**config.mk**
```make
export PLATFORM = sky130hd
export DESIGN_NAME = seg7_scan_rdr
export DESIGN_NICKNAME = d
export VERILOG_FILES = /design/src/rtl/seg7_scan_rdr.sv
export SDC_FILE = /design/constraint.sdc
export NUM_CORES = 1
export LEC_CHECK = 0
export CAP_MARGIN = 20
export CORE_MARGIN = 2
export CORE_UTILIZATION = 52
export DETAILED_ROUTE_END_ITERATION = 8
export PLACE_DENSITY = 0.78
export SLEW_MARGIN = 10
export SYNTH_ARGS = -nofsm -noshare
export SYNTH_HDL_FRONTEND = slang
export SYNTH_SLANG_ARGS = --single-unit
```
**constraint.sdc**
```tcl
create_clock -name clk -period 2.15 [get_ports clk]
set_clock_uncertainty 0.05 [all_clocks]
set_input_delay 0.43 -clock clk [delete_from_list [all_inputs] [get_ports clk]]
set_output_delay 0.43 -clock clk [all_outputs]
set_load 0.005 [all_outputs]
```
**src/rtl/seg7_scan_rdr.sv**
```systemverilog
// -----------------------------------------------------------------------------
// seg7_scan_rdr
//
// Snoops a time-multiplexed seven-segment display bus and rebuilds the BCD
// value shown on each digit. It undoes the BCD-to-seven-segment decoder. A
// digit is captured only after its {dig_en, seg} pattern has been seen
// unchanged for STABLE consecutive clocks. Undecodable segment patterns are
// flagged per digit. A one-cycle frame strobe marks the point where every
// digit has been refreshed.
//
// Parameters
//   NDIG    number of multiplexed digits (>= 1)
//   STABLE  identical synchronised samples required before capture (>= 2)
//
// Ports
//   clk      in   system clock, rising edge
//   rst_n    in   asynchronous active-low reset
//   seg      in   segment lines, active high, seg[0]=A .. seg[6]=G (async)
//   dig_en   in   digit enables, active high, expected one-hot (async)
//   bcd      out  captured digits, digit i at bcd[4i+3:4i]
//                 (4'hE = blank, 4'hF = illegal or never captured)
//   err      out  err[i]=1 when digit i's last capture was illegal
//   frm_vld  out  one-cycle pulse once every digit has been captured
// -----------------------------------------------------------------------------
module seg7_scan_rdr #(
    parameter int NDIG   = 4,
    parameter int STABLE = 3
) (
    input  logic              clk,
    input  logic              rst_n,
    input  logic [6:0]        seg,
    input  logic [NDIG-1:0]   dig_en,
    output logic [4*NDIG-1:0] bcd,
    output logic [NDIG-1:0]   err,
    output logic              frm_vld
);

    localparam int SW = NDIG + 7;
    localparam int CW = $clog2(STABLE + 1);
    localparam logic [CW-1:0] CNT_MAX = CW'(STABLE);

    // Returns {err, nibble} for a raw segment pattern.
    function automatic logic [4:0] seg_decode(input logic [6:0] s);
        logic [4:0] r;
        case (s)
            7'h3F:   r = 5'h00;
            7'h06:   r = 5'h01;
            7'h5B:   r = 5'h02;
            7'h4F:   r = 5'h03;
            7'h66:   r = 5'h04;
            7'h6D:   r = 5'h05;
            7'h7D:   r = 5'h06;
            7'h07:   r = 5'h07;
            7'h7F:   r = 5'h08;
            7'h6F:   r = 5'h09;
            7'h00:   r = 5'h0E;
            default: r = 5'h1F;
        endcase
        return r;
    endfunction

    logic [SW-1:0]     s1_q, s1_d;
    logic [SW-1:0]     s2_q, s2_d;
    logic [CW-1:0]     cnt_q, cnt_d;
    logic [NDIG-1:0]   seen_q, seen_d;
    logic [4*NDIG-1:0] bcd_q, bcd_d;
    logic [NDIG-1:0]   err_q, err_d;
    logic              frm_pend_q, frm_pend_d;
    logic              frm_vld_q, frm_vld_d;

    logic [NDIG-1:0]   new_en;
    logic [6:0]        new_seg;
    logic              new_onehot;
    logic              capture;
    logic [4:0]        dec;
    logic [NDIG-1:0]   seen_nxt;

    always_comb begin
        s1_d = {dig_en, seg};
        s2_d = s1_q;

        // s1_q is the value s2 takes on this edge, so it drives all decisions.
        new_en     = s1_q[SW-1:7];
        new_seg    = s1_q[6:0];
        new_onehot = (new_en != '0) && ((new_en & (new_en - NDIG'(1))) == '0);

        // Blank gaps and ghosted (multi-hot) enables park the counter at 0.
        if (!new_onehot) begin
            cnt_d = '0;
        end else if (s1_q != s2_q) begin
            cnt_d = CW'(1);
        end else if (cnt_q == CNT_MAX) begin
            cnt_d = cnt_q;
        end else begin
            cnt_d = cnt_q + 1'b1;
        end

        // Capture only on the transition into STABLE, not while saturated.
        capture = new_onehot && (cnt_d == CNT_MAX) && (cnt_q != CNT_MAX);
        dec     = seg_decode(new_seg);

        bcd_d      = bcd_q;
        err_d      = err_q;
        seen_d     = seen_q;
        seen_nxt   = seen_q | new_en;
        frm_pend_d = 1'b0;
        frm_vld_d  = frm_pend_q;

        if (capture) begin
            for (int i = 0; i < NDIG; i++) begin
                if (new_en[i]) begin
                    bcd_d[4*i +: 4] = dec[3:0];
                    err_d[i]        = dec[4];
                end
            end
            // Completing capture clears seen now; the strobe is delayed by
            // one extra stage so it lands the cycle after bcd updates.
            if (&seen_nxt) begin
                seen_d     = '0;
                frm_pend_d = 1'b1;
            end else begin
                seen_d = seen_nxt;
            end
        end
    end

    always_ff @(posedge clk or negedge rst_n) begin
        if (!rst_n) begin
            s1_q       <= '0;
            s2_q       <= '0;
            cnt_q      <= '0;
            seen_q     <= '0;
            bcd_q      <= '1;
            err_q      <= '0;
            frm_pend_q <= 1'b0;
            frm_vld_q  <= 1'b0;
        end else begin
            s1_q       <= s1_d;
            s2_q       <= s2_d;
            cnt_q      <= cnt_d;
            seen_q     <= seen_d;
            bcd_q      <= bcd_d;
            err_q      <= err_d;
            frm_pend_q <= frm_pend_d;
            frm_vld_q  <= frm_vld_d;
        end
    end

    assign bcd     = bcd_q;
    assign err     = err_q;
    assign frm_vld = frm_vld_q;

endmodule

```
Word level (Yosys, flattened, before mapping)
Index checks and enable logic that the tools add are counted.
- memories kept: 0
- latch bits: 0
- register bits: 50
- word-level logic and storage cells: 50
- RAM bits: 0
- ROM bits: 0
- bits of input ports: 13
- output and inout port bits: 21
- $mul: 0
- equality and inequality tests: 14
- div/mod/pow operators: 0
- add/sub/neg operators: 2
- shift operators: 0
- reductions and logical operators: 11
- mux-type cells: 7
- order comparisons: 0
- bitwise logic cells: 2
- operators with widths (cell ; count):
    $pmux W5 S11 ; 1
    $eq A7 B7 Y1 const B ; 7
    $eq A7 B3 Y1 const B ; 2
    $ne A11 B11 Y1 ; 1
    $reduce_and A2 Y1 ; 4
    $eq A7 B6 Y1 const B ; 1
    $logic_not A7 Y1 ; 1
    $mux W2 ; 3
    $and A4 B4 Y4 ; 1
    $eq A2 B2 Y1 const B ; 2
    $logic_not A4 Y1 ; 1
    $mux W4 ; 1
    $or A4 B4 Y4 ; 1
    $reduce_and A4 Y1 ; 1
    $reduce_bool A4 Y1 ; 1
    $sub A4 B1 Y4 const B ; 1
    $logic_and A1 B1 Y1 ; 3
    $add A2 B1 Y2 const B ; 1
    $mux W1 ; 2
    $ne A2 B2 Y1 const B ; 1

Depth between registers and ports, before layout
Gate-level depths: netlist of run 1.
- depth after elaboration: 9
- mapped depth: 6
- mapped depth without buffers: 5

Worst setup path before layout of run 1
No wires, ideal clock.
- path type: register to register
- from: register s1_q[2]
- to: register err_q[0] (netlist: err[0])
- clock period less this slack: 1.797 ns
- setup slack: 0.353 ns
- setup time: 0.125 ns
- buffers on the path: 1
- arrival: 1.622 ns
- required time: 1.975 ns
- stages on the path, launching flop included: 7
- path through: dfrtp_1 -> buf_4 -> xnor2_1 -> or4b_4 -> o2111ai_2 -> nor2_1 -> mux2_2
- longest elaborated chain between the ends: 7
- elaborated cells on any way between the ends: 19
- classes of those cells: eq/ne (12); mux (3); reduce/logical (4)
- RTL lines (item ; line ; source):
    start, declared ; 62 ; logic [SW-1:0] s1_q, s1_d;
    start signal, assigned ; 129 ; s1_q <= '0;
    start signal, assigned ; 138 ; s1_q <= s1_d;
    $ne A11 B11 Y1 ; 90 ; end else if (s1_q != s2_q) begin
    $mux W2 ; 90 ;
    $mux W2 ; 88 ; if (!new_onehot) begin
    $eq A2 B2 Y1 ; 99 ; capture = new_onehot && (cnt_d == CNT_MAX) && (cnt_q != CNT_MAX);
    $logic_and A1 B1 Y1 (2 in series) ; 99 ;
    $reduce_and A2 Y1 (no source line) ; n/a ;
    end signal, assigned ; 143 ; err_q <= err_d;
    end, declared ; 67 ; logic [NDIG-1:0] err_q, err_d;
Several ways; a longest one is shown, not always the timed one.
A chain may end at the register's enable or synchronous reset.

Worst setup path after layout of run 1
- from: register s1_q[6]
- to: register err_q[2] (netlist: err[2])
Same word-level chain as after synthesis.

==> results.yml, run 1 <==
power_and_ir_drop:
  ir_drop_mv: 0.4055
  cellPowerDensity_nw_per_um2: 668.7
  leakage_nw: 1.114
clocking:
  clock_latency_ns: 0.31
  htreeDepth: 2
  clockBufferDepth: 2
  cts.clk_slew.worst_paths_ns: 0.09
  tritoncts: "yes"
  cts_root_buf: "clkbuf_8"
  cts_hold_buf: 0
  cts_buffers: 5
  cts.sinks: 50
sta:
  whs_ns: 0.05818
  fin_ws_ns: 0.1783
  post-route-period-util: 0.9171
  min_period_ns: 1.972
  slew_violations: 0
  hold_viol_final: 0
  max-slew-margin-rel: 0.6234
  tns_ns: 0
  worst_slew_pin_slew_ns: 0.5649
  rsz0062_at_grt: "false"
  setup_viol: 0
  clock.fmax_ghz: 0.5072
floorplanning:
  pin_count: 34
  core_um2: 3716
  die_area_um2: 4462
  dieWidth_um: 66.80
  rows: 22
  start_util: 0.5519
  die_h_um: 66.80
setup_path:
  startpoint: "s1_q[6]$_DFF_PN0_"
  startpoint_type: "register"
  crit_path_end_kind: "register"
  critPathMaxFanout: 9
  rr_endpoint: "err[2]$_DFFE_PN0P_"
  r2r-start: "s1_q[6]$_DFF_PN0_"
  worstPathRequired_ns: 2.30
  critPathArrivalTime_ns: 2.12
  critical_path_class: "register to register"
  r2r_setup_slack_ns: 0.18
  endpoint: "err[2]$_DFFE_PN0P_"
  rr_worst_depth: 7
route:
  drc: 0
  drt-total-wl_um: 3962
  vias: 1329
  ant_nets: 0
  viasPerCell: 5.492
  first_pass_iters: 4
  drt_iter0_markers: 66
  avgRoutedWirePerCell_um: 16.37
synthesis:
  synthDistinctLibCells: 36
  synth_area_um2: 2051
  synth_top_area_cell: "dfrtp_1"
  synth_fp_nets: 159
  yosysWarnings: 0
  syn_avg_cell_area_um2: 14.05
  syn_inst: 146
  synth_top_area_share: 0.4149
  synth.area.top_cells: "dfrtp_1 41%, dfstp_2 21%, mux2_2 11%"
  synth-seq-area-share: 0.6199
  synth_seq_cells: 50
grt:
  grt_start_max_net_pins: 28
  grt_overflow: 0
  grt_pass1_vias: 1374
  grt_pass1_wl_um: 6720
  grt_usage: 0.2120
  antenna_found_initial: 0
layout:
  final_core_util: 0.7034
  fillerInstances: 258
  area_delta_synth_final_pct: 27.46
  seqCellArea_um2: 1271
  drive_gt1_frac: 0.3351
  nets: 206
  final_cell_area_um2: 2614
  n_antenna_cell: 0
  multi_input_area_um2: 732.0
placement:
  place.gp.congestion: 0.8253
  io_buffers: 33
  dp.final_hpwl_um: 2789
  place_ws_ns: 0.001949
  dpl_cell_area_um2: 2472
status:
  status: "completed"
run:
  maxCapViolCount: 0
worst_hold_path:
  hold_path.class: "input port to async pin"
## report_power, final
group          total [W]  internal, W  switching, W
Combinational   0.000116    0.0000575     0.0000584
Sequential      0.000989     0.000964     0.0000251
Clock           0.000643     0.000333      0.000310
## final cells by class
class / instances / share of cell area
clock buffers: 8 / 0.04260
inverters: 5 / 0.007180
multi-input cells: 87 / 0.2800
flip-flops and latches: 50 / 0.4864
well taps: 48 / 0.02298
repair buffers: 44 / 0.1608
## registers in the layout (all words and copies together) (netlist names)
register	cells
bcd	16
cnt_q	2
err	4
frm_pend_q	1
frm_vld	1
s1_q	11
s2_q	11
seen_q	4
## critical path, cell delays in order (launching register included)
cell and delay (ns):
dfrtp_1 0.49, xnor2_1 0.24, nand4_1 0.19, nor3_4 0.19, buf_4 0.16, nand4_1 0.09
buf_4 0.19, mux2_2 0.26
## metal layers
layer	track usage	vias up	wire length, um
li1	-	620	-
met2	0.3288	35	1979
met5	0	-	0
met3	0.05068	7	206
met1	0.2723	667	1709
met4	0.1199	0	67
## logic make-up after synthesis
logic type / count (synthesis) / synth area share
AO/OA/AOI/OAI: 19 / 0.07443
XOR/XNOR: 13 / 0.05552
buffers and inverters: 9 / 0.02319
flip-flops: 50 / 0.6199
multiplexers: 21 / 0.1147
AND/OR/NAND/NOR: 34 / 0.1123
## layout by cell type (no fill, tap or decap), types with 5 or more instances in the layout
| cell type | count |
|---|---|
| nor2_1 | 6 |
| buf_4 | 10 |
| a21boi_0 | 5 |
| inv_1 | 5 |
| clkbuf_8 | 6 |
| dfstp_2 | 16 |
| clkdlybuf4s50_1 | 32 |
| nand4_1 | 7 |
| mux2_2 | 20 |
| xnor2_1 | 12 |
| dfrtp_1 | 34 |
## stage by stage
stage          instances  total power (W)
2_1_floorplan        146         0.001061
3_3_place_gp         230         0.001118
3_5_place_dp         230         0.001123
5_1_grt              242         0.001808
4_1_cts              240         0.001763
6_report             242         0.001748
## synth_stat cells, drive strengths merged
master,number
a21boi,5
a21oi,2
and3b,1
buf,4
dfrtp,34
dfstp,16
inv,5
mux2,20
mux2i,1
nand2,1
nand3,4
nand3b,2
nand4,7
nand4b,1
nor2,6
nor2b,3
nor3,3
nor4bb,1
o2111ai,2
o211a,1
o211ai,2
o21ai,4
o22ai,3
or3,2
or4,1
or4b,2
xnor2,12
xor2,1
## how the worst min path moves through the flow
stage | endpoint | slack [ns] | depth (start not counted)
CTS | err[2]$_DFFE_PN0P_ | 0.07 | 1
global route | err[2]$_DFFE_PN0P_ | 0.1 | 1
floorplan | cnt_q[0]$_DFF_PN0_ | 0.08 | 0
finish | err[0]$_DFFE_PN0P_ | 0.06 | 1
global placement | frm_vld$_DFF_PN0_ | 0.28 | 0
detailed placement | frm_vld$_DFF_PN0_ | 0.29 | 0
## timing repair
action | 4_1_cts | 5_1_grt
gates resized for setup | 0 | 0
setup buffers | 2 | 2
endpoints found under the hold margin | 0 | 0
pin swaps | 2 | 2
endpoints found under the setup margin | 10 | 10
Note: power is estimated with default switching activity, not from simulation.
==> run 2, diff against run 1 <==
--- a/config.mk
+++ b/config.mk
@@ -7,9 +7,10 @@
 export LEC_CHECK = 0
 export CAP_MARGIN = 20
 export CORE_MARGIN = 2
-export CORE_UTILIZATION = 52
+export CORE_UTILIZATION = 45
 export DETAILED_ROUTE_END_ITERATION = 8
-export PLACE_DENSITY = 0.78
+export MAX_ROUTING_LAYER = met4
+export PLACE_DENSITY = 0.69
 export SLEW_MARGIN = 10
 export SYNTH_ARGS = -nofsm -noshare
 export SYNTH_HDL_FRONTEND = slang
==> run 2 against run 1 <==
Flip-flop and latch count stayed put. Global-route usage decreased by 2.7 points. Register-to-register slack worse by 0.03 ns. Maximum frequency shrank 1.5%. Combinational power fell by 3%. Final area fell by 1.4%. Non-clock buffer count decreased by 3. First-iteration DRC count increased by 77%. Cell count grew 0.41%. Critical path depth shrank 3. Critical path type unchanged.
==> results.yml, run 2 (synthesis results as in run 1) <==
floorplanning:
  die_h_um: 71.51
  pin_count: 34
  core_um2: 4384
  start_util: 0.4678
  rows: 24
  die_area_um2: 5113
  dieWidth_um: 71.51
clocking:
  tritoncts: "yes"
  ctsResizeCount: 0
  cts.sinks: 50
  clock_latency_ns: 0.29
  cts_hold_buf: 0
  cts_root_buf: "clkbuf_8"
  cts_buffers: 5
  htreeDepth: 2
  cts.clk_slew.worst_paths_ns: 0.08
  clockBufferDepth: 2
setup_path:
  crit_buf_inv: 0
  critPathArrivalTime_ns: 2.17
  critPathMaxFanout: 9
  startpoint_type: "register"
  crit_slowest_cell: "or4_4"
  crit_chain: "or4_4 > o22ai_2 > o211ai_1 > mux2_2"
  critical_path.top_delay_family: "simple AND/OR/NAND/NOR gates"
  slowest_delay_ns: 0.60
  worstPathRequired_ns: 2.32
  critical_path_class: "register to register"
  crit_path_end_kind: "register"
sta:
  hold_viol_final: 0
  clock.fmax_ghz: 0.4997
  max-slew-margin-rel: 0.6248
  rsz0062_at_grt: "false"
  worst_slew_pin_slew_ns: 0.5627
  min_period_ns: 2.001
  post-route-period-util: 0.9308
  setup_viol: 0
  fin_ws_ns: 0.1488
  slew_violations: 0
route:
  first_pass_iters: 4
  viasPerCell: 5.432
  vias: 1320
  avgRoutedWirePerCell_um: 17.18
  drt_iter0_markers: 117
  drt-total-wl_um: 4174
  drc: 0
  ant_nets: 0
grt:
  grt_start_max_net_pins: 28
  antenna_found_initial: 0
  gr-usage-met1: 0.2144
  grt_pass1_vias: 1466
  grt_use_met3: 0.05063
  grt_util_met2: 0.3107
  grt_pass1_wl_um: 7058
  grt_usage: 0.1850
  grt_overflow: 0
  grt.busiest_layer: "met2"
placement:
  place_ws_ns: -0.01119
  post-place-cells: 231
  dpl_cell_area_um2: 2455
  dp.final_hpwl_um: 2893
  place.gp.congestion: 0.7731
  io_buffers: 33
power_and_ir_drop:
  ir_drop_mv: 0.3566
  p_total_w: 0.001649
  leakage_nw: 1.091
  cellPowerDensity_nw_per_um2: 640.2
layout:
  area_delta_synth_final_pct: 25.63
  final_cell_area_um2: 2576
  layout_commonest_cell: "dfrtp_1"
  largest_reg_flops: 16
  fin_cells: 243
  drive_gt1_frac: 0.3246
  final_cell_mix: "34 x dfrtp_1, 32 x clkdlybuf4s50_1, 20 x mux2_2"
  nets: 203
  fillerInstances: 358
  n_antenna_cell: 0
run:
  maxCapViolCount: 0
status:
  status: "completed"
worst_hold_path:
  hold_path.class: "input port to async pin"
==> run 2: per-stage QoR <==
stage / util / hold WS (ns) / TNS, ns
global route: 0.5876 / 0.1054 / 0
CTS: 0.5825 / 0.09063 / 0
detailed placement: 0.5599 / 0.2982 / -0.01119
global placement: 0.5599 / 0.2866 / 0
floorplan: - / 0.08441 / 0
finish: 0.5876 / 0.06725 / 0
==> run 2: area by class of cell <==
type | count | area [um2] | share of cell area
clock inverter | 1 | 5.005 | 0.001943
inverter | 5 | 18.77 | 0.007285
clock buffer | 7 | 86.33 | 0.03351
tap | 52 | 65.06 | 0.02525
sequential | 50 | 1271 | 0.4934
timing repair buffer | 41 | 397.9 | 0.1544
multi-input combinational | 87 | 732.0 | 0.2841
==> run 2: what timing repair did <==
| action | CTS | global route |
|---|---|---|
| pin swaps | 1 | 3 |
| setup endpoints to repair | 1 | 15 |
| setup buffers | 1 | 3 |
==> run 2: metal layers <==
metal  part of all wire  wire (um)  vias up
li1                   -          -      612
met1               0.42       1739      668
met2               0.53       2193       34
met3              0.046        194        6
met4              0.011         46        0
met5                  0          0        -
==> run 2: worst paths after layout <==
kind                                 endpoint  cells after the start  slack (ns)                 start
setup / recovery           bcd[5]$_DFFE_PN1P_                      4        0.15     s1_q[6]$_DFF_PN0_
hold / removal              s1_q[8]$_DFF_PN0_                      1        0.07                 rst_n
setup reg to reg           bcd[5]$_DFFE_PN1P_                      4        0.15     s1_q[6]$_DFF_PN0_
hold reg to reg             frm_vld$_DFF_PN0_                      0        0.31  frm_pend_q$_DFF_PN0_
max in group asynchronous  bcd[5]$_DFFE_PN1P_                      2        1.37                 rst_n
min in group clk            frm_vld$_DFF_PN0_                      0        0.31  frm_pend_q$_DFF_PN0_
==> run 2: report_power, final <==
group          leakage [nW]  internal [W]  switching, W
clock network        0.0482      0.000260      0.000286
logic                 0.455     0.0000562     0.0000559
registers             0.588      0.000964     0.0000279
total                  1.09       0.00128      0.000370
==> run 2: worst register-to-register path, delay by kind of cell (launching register included) <==
family,cells,cell delay [ns]
flops,1,0.51
compound gates,2,0.45
simple gates,1,0.60
mux,1,0.32
==> run 3, diff against run 2 <==
--- a/config.mk
+++ b/config.mk
@@ -11,6 +11,7 @@
 export DETAILED_ROUTE_END_ITERATION = 8
 export MAX_ROUTING_LAYER = met4
 export PLACE_DENSITY = 0.69
+export SKIP_CTS_REPAIR_TIMING = 1
 export SLEW_MARGIN = 10
 export SYNTH_ARGS = -nofsm -noshare
 export SYNTH_HDL_FRONTEND = slang
==> run 3 against run 2 <==
Combinational power barely moved. Clock power barely moved. Utilization did not move. Sequential share of layout area did not move. Global-route usage fell by 0.19 points. Die area did not move. Power barely moved. Final area did not move. Clock-buffer cell count did not move. Cell count did not move. Non-clock buffer count did not move. Worst setup slack improved by 0.0013 ns. Highest routed layer unchanged.
==> results.yml, run 3 (synthesis results as in run 1) <==
setup_path:
  slowest_delay_ns: 0.60
  rr_worst_depth: 4
  worstPathRequired_ns: 2.32
  critPathArrivalTime_ns: 2.17
  critical_path_class: "register to register"
  critPathMaxFanout: 9
  crit_chain: "or4_4 > o22ai_2 > o211ai_1 > mux2_2"
  crit_slowest_cell: "or4_4"
  crit_path_end_kind: "register"
  startpoint_type: "register"
power_and_ir_drop:
  pwr-share-seq: 0.601
  p_int_w: 0.001280
  comb_power_share: 0.068
  p_switching_w: 0.0003697
  leakage_nw: 1.091
  sw_frac_of_total: 0.2241
  ir_drop_mv: 0.3575
  cellPowerDensity_nw_per_um2: 640.3
  pwr-share-clk: 0.331
sta:
  clock.fmax_ghz: 0.5000
  worst_slew_pin_slew_ns: 0.5659
  hold_viol_final: 0
  setup_viol: 0
  rsz0062_at_grt: "false"
  max-slew-margin-rel: 0.6227
  fin_ws_ns: 0.1501
  min_period_ns: 2.000
  post-route-period-util: 0.9302
  slew_violations: 0
  whs_ns: 0.06900
placement:
  dp.final_hpwl_um: 2893
  dpl_cell_area_um2: 2455
  place.gp.congestion: 0.7731
  io_buffers: 33
  place_ws_ns: -0.01119
route:
  viasPerCell: 5.391
  drt_iter0_markers: 119
  drt-total-wl_um: 4132
  top_layer: "met4"
  ant_nets: 0
  wl_met3_um: 173
  vias: 1310
  first_pass_iters: 4
  avgRoutedWirePerCell_um: 17.00
  drc: 0
  wl_met1_um: 1784
  met2_length_um: 2127
clocking:
  cts.sinks: 50
  cts.clk_slew.worst_paths_ns: 0.08
  clock_latency_ns: 0.29
  htreeDepth: 2
  tritoncts: "yes"
  cts_buffers: 5
  clockBufferDepth: 2
  cts_root_buf: "clkbuf_8"
run:
  maxCapViolCount: 0
layout:
  final_cell_mix: "34 x dfrtp_1, 32 x clkdlybuf4s50_1, 20 x mux2_2"
  nets: 203
  area_delta_synth_final_pct: 25.63
  final_cell_area_um2: 2576
  drive_gt1_frac: 0.3246
  largest_reg_flops: 16
  n_antenna_cell: 0
  final_core_util: 0.5876
  layout_commonest_cell: "dfrtp_1"
grt:
  grt_overflow: 0
  grt_start_max_net_pins: 28
  grt_pass1_vias: 1452
  antenna_found_initial: 0
  grt_pass1_wl_um: 7003
  grt_usage: 0.1831
floorplanning:
  dieWidth_um: 71.51
  start_util: 0.4678
  rows: 24
  core_um2: 4384
  die_h_um: 71.51
  die_area_um2: 5113
  pin_count: 34
worst_hold_path:
  hold_path.class: "input port to async pin"
status:
  status: "completed"
[run 3: power groups by stage]
stage,Sequential (W),Combinational (W),Clock [W]
final,0.000992,0.000112,0.000546
after CTS,0.000992,0.000115,0.000565
after detailed placement,0.00101,0.000113,0
after floorplan,0.000998,0.0000626,0
after global placement,0.00101,0.000110,0
after global routing,0.000996,0.000124,0.000600
[run 3: worst max-delay path, delay by kind of cell, from the launching register on]
family | cells | cell delay [ns]
AO/OA/AOI/OAI | 2 | 0.45
multiplexers | 1 | 0.32
AND/OR/NAND/NOR | 1 | 0.60
flip-flops | 1 | 0.51
[run 3: area by class of cell]
type	instances	area [um2]
flip-flops and latches	50	1271
clock buffers	7	86.33
inverters	5	18.77
fillers	358	1808
multi-input cells	87	732.0
repair buffers	41	397.9
well taps	52	65.06
clock inverters	1	5.005
[run 3: worst paths after layout]
path / to / slack [ns] / startpoint
worst max-delay path: bcd[5]$_DFFE_PN1P_ / 0.15 / s1_q[6]$_DFF_PN0_
worst min-delay path: s1_q[8]$_DFF_PN0_ / 0.07 / rst_n
worst max register to register: bcd[5]$_DFFE_PN1P_ / 0.15 / s1_q[6]$_DFF_PN0_
worst min register to register: frm_vld$_DFF_PN0_ / 0.31 / frm_pend_q$_DFF_PN0_
max in group asynchronous: bcd[1]$_DFFE_PN1P_ / 1.36 / rst_n
min in group clk: frm_vld$_DFF_PN0_ / 0.31 / frm_pend_q$_DFF_PN0_
[run 3: routing by layer]
metal | vias up | global-route usage
li1 | 614 | -
met1 | 663 | 0.2227
met2 | 27 | 0.2953
met3 | 6 | 0.05063
met4 | 0 | 0.06289
met5 | - | -
[run 3: through the flow]
step,setup TNS [ns],power [W],cells
2_1_floorplan,0,0.001061,146
3_3_place_gp,0,0.001117,231
3_5_place_dp,-0.01119,0.001122,231
4_1_cts,-0.01637,0.001671,239
5_1_grt,0,0.001720,243
6_report,0,0.001650,243
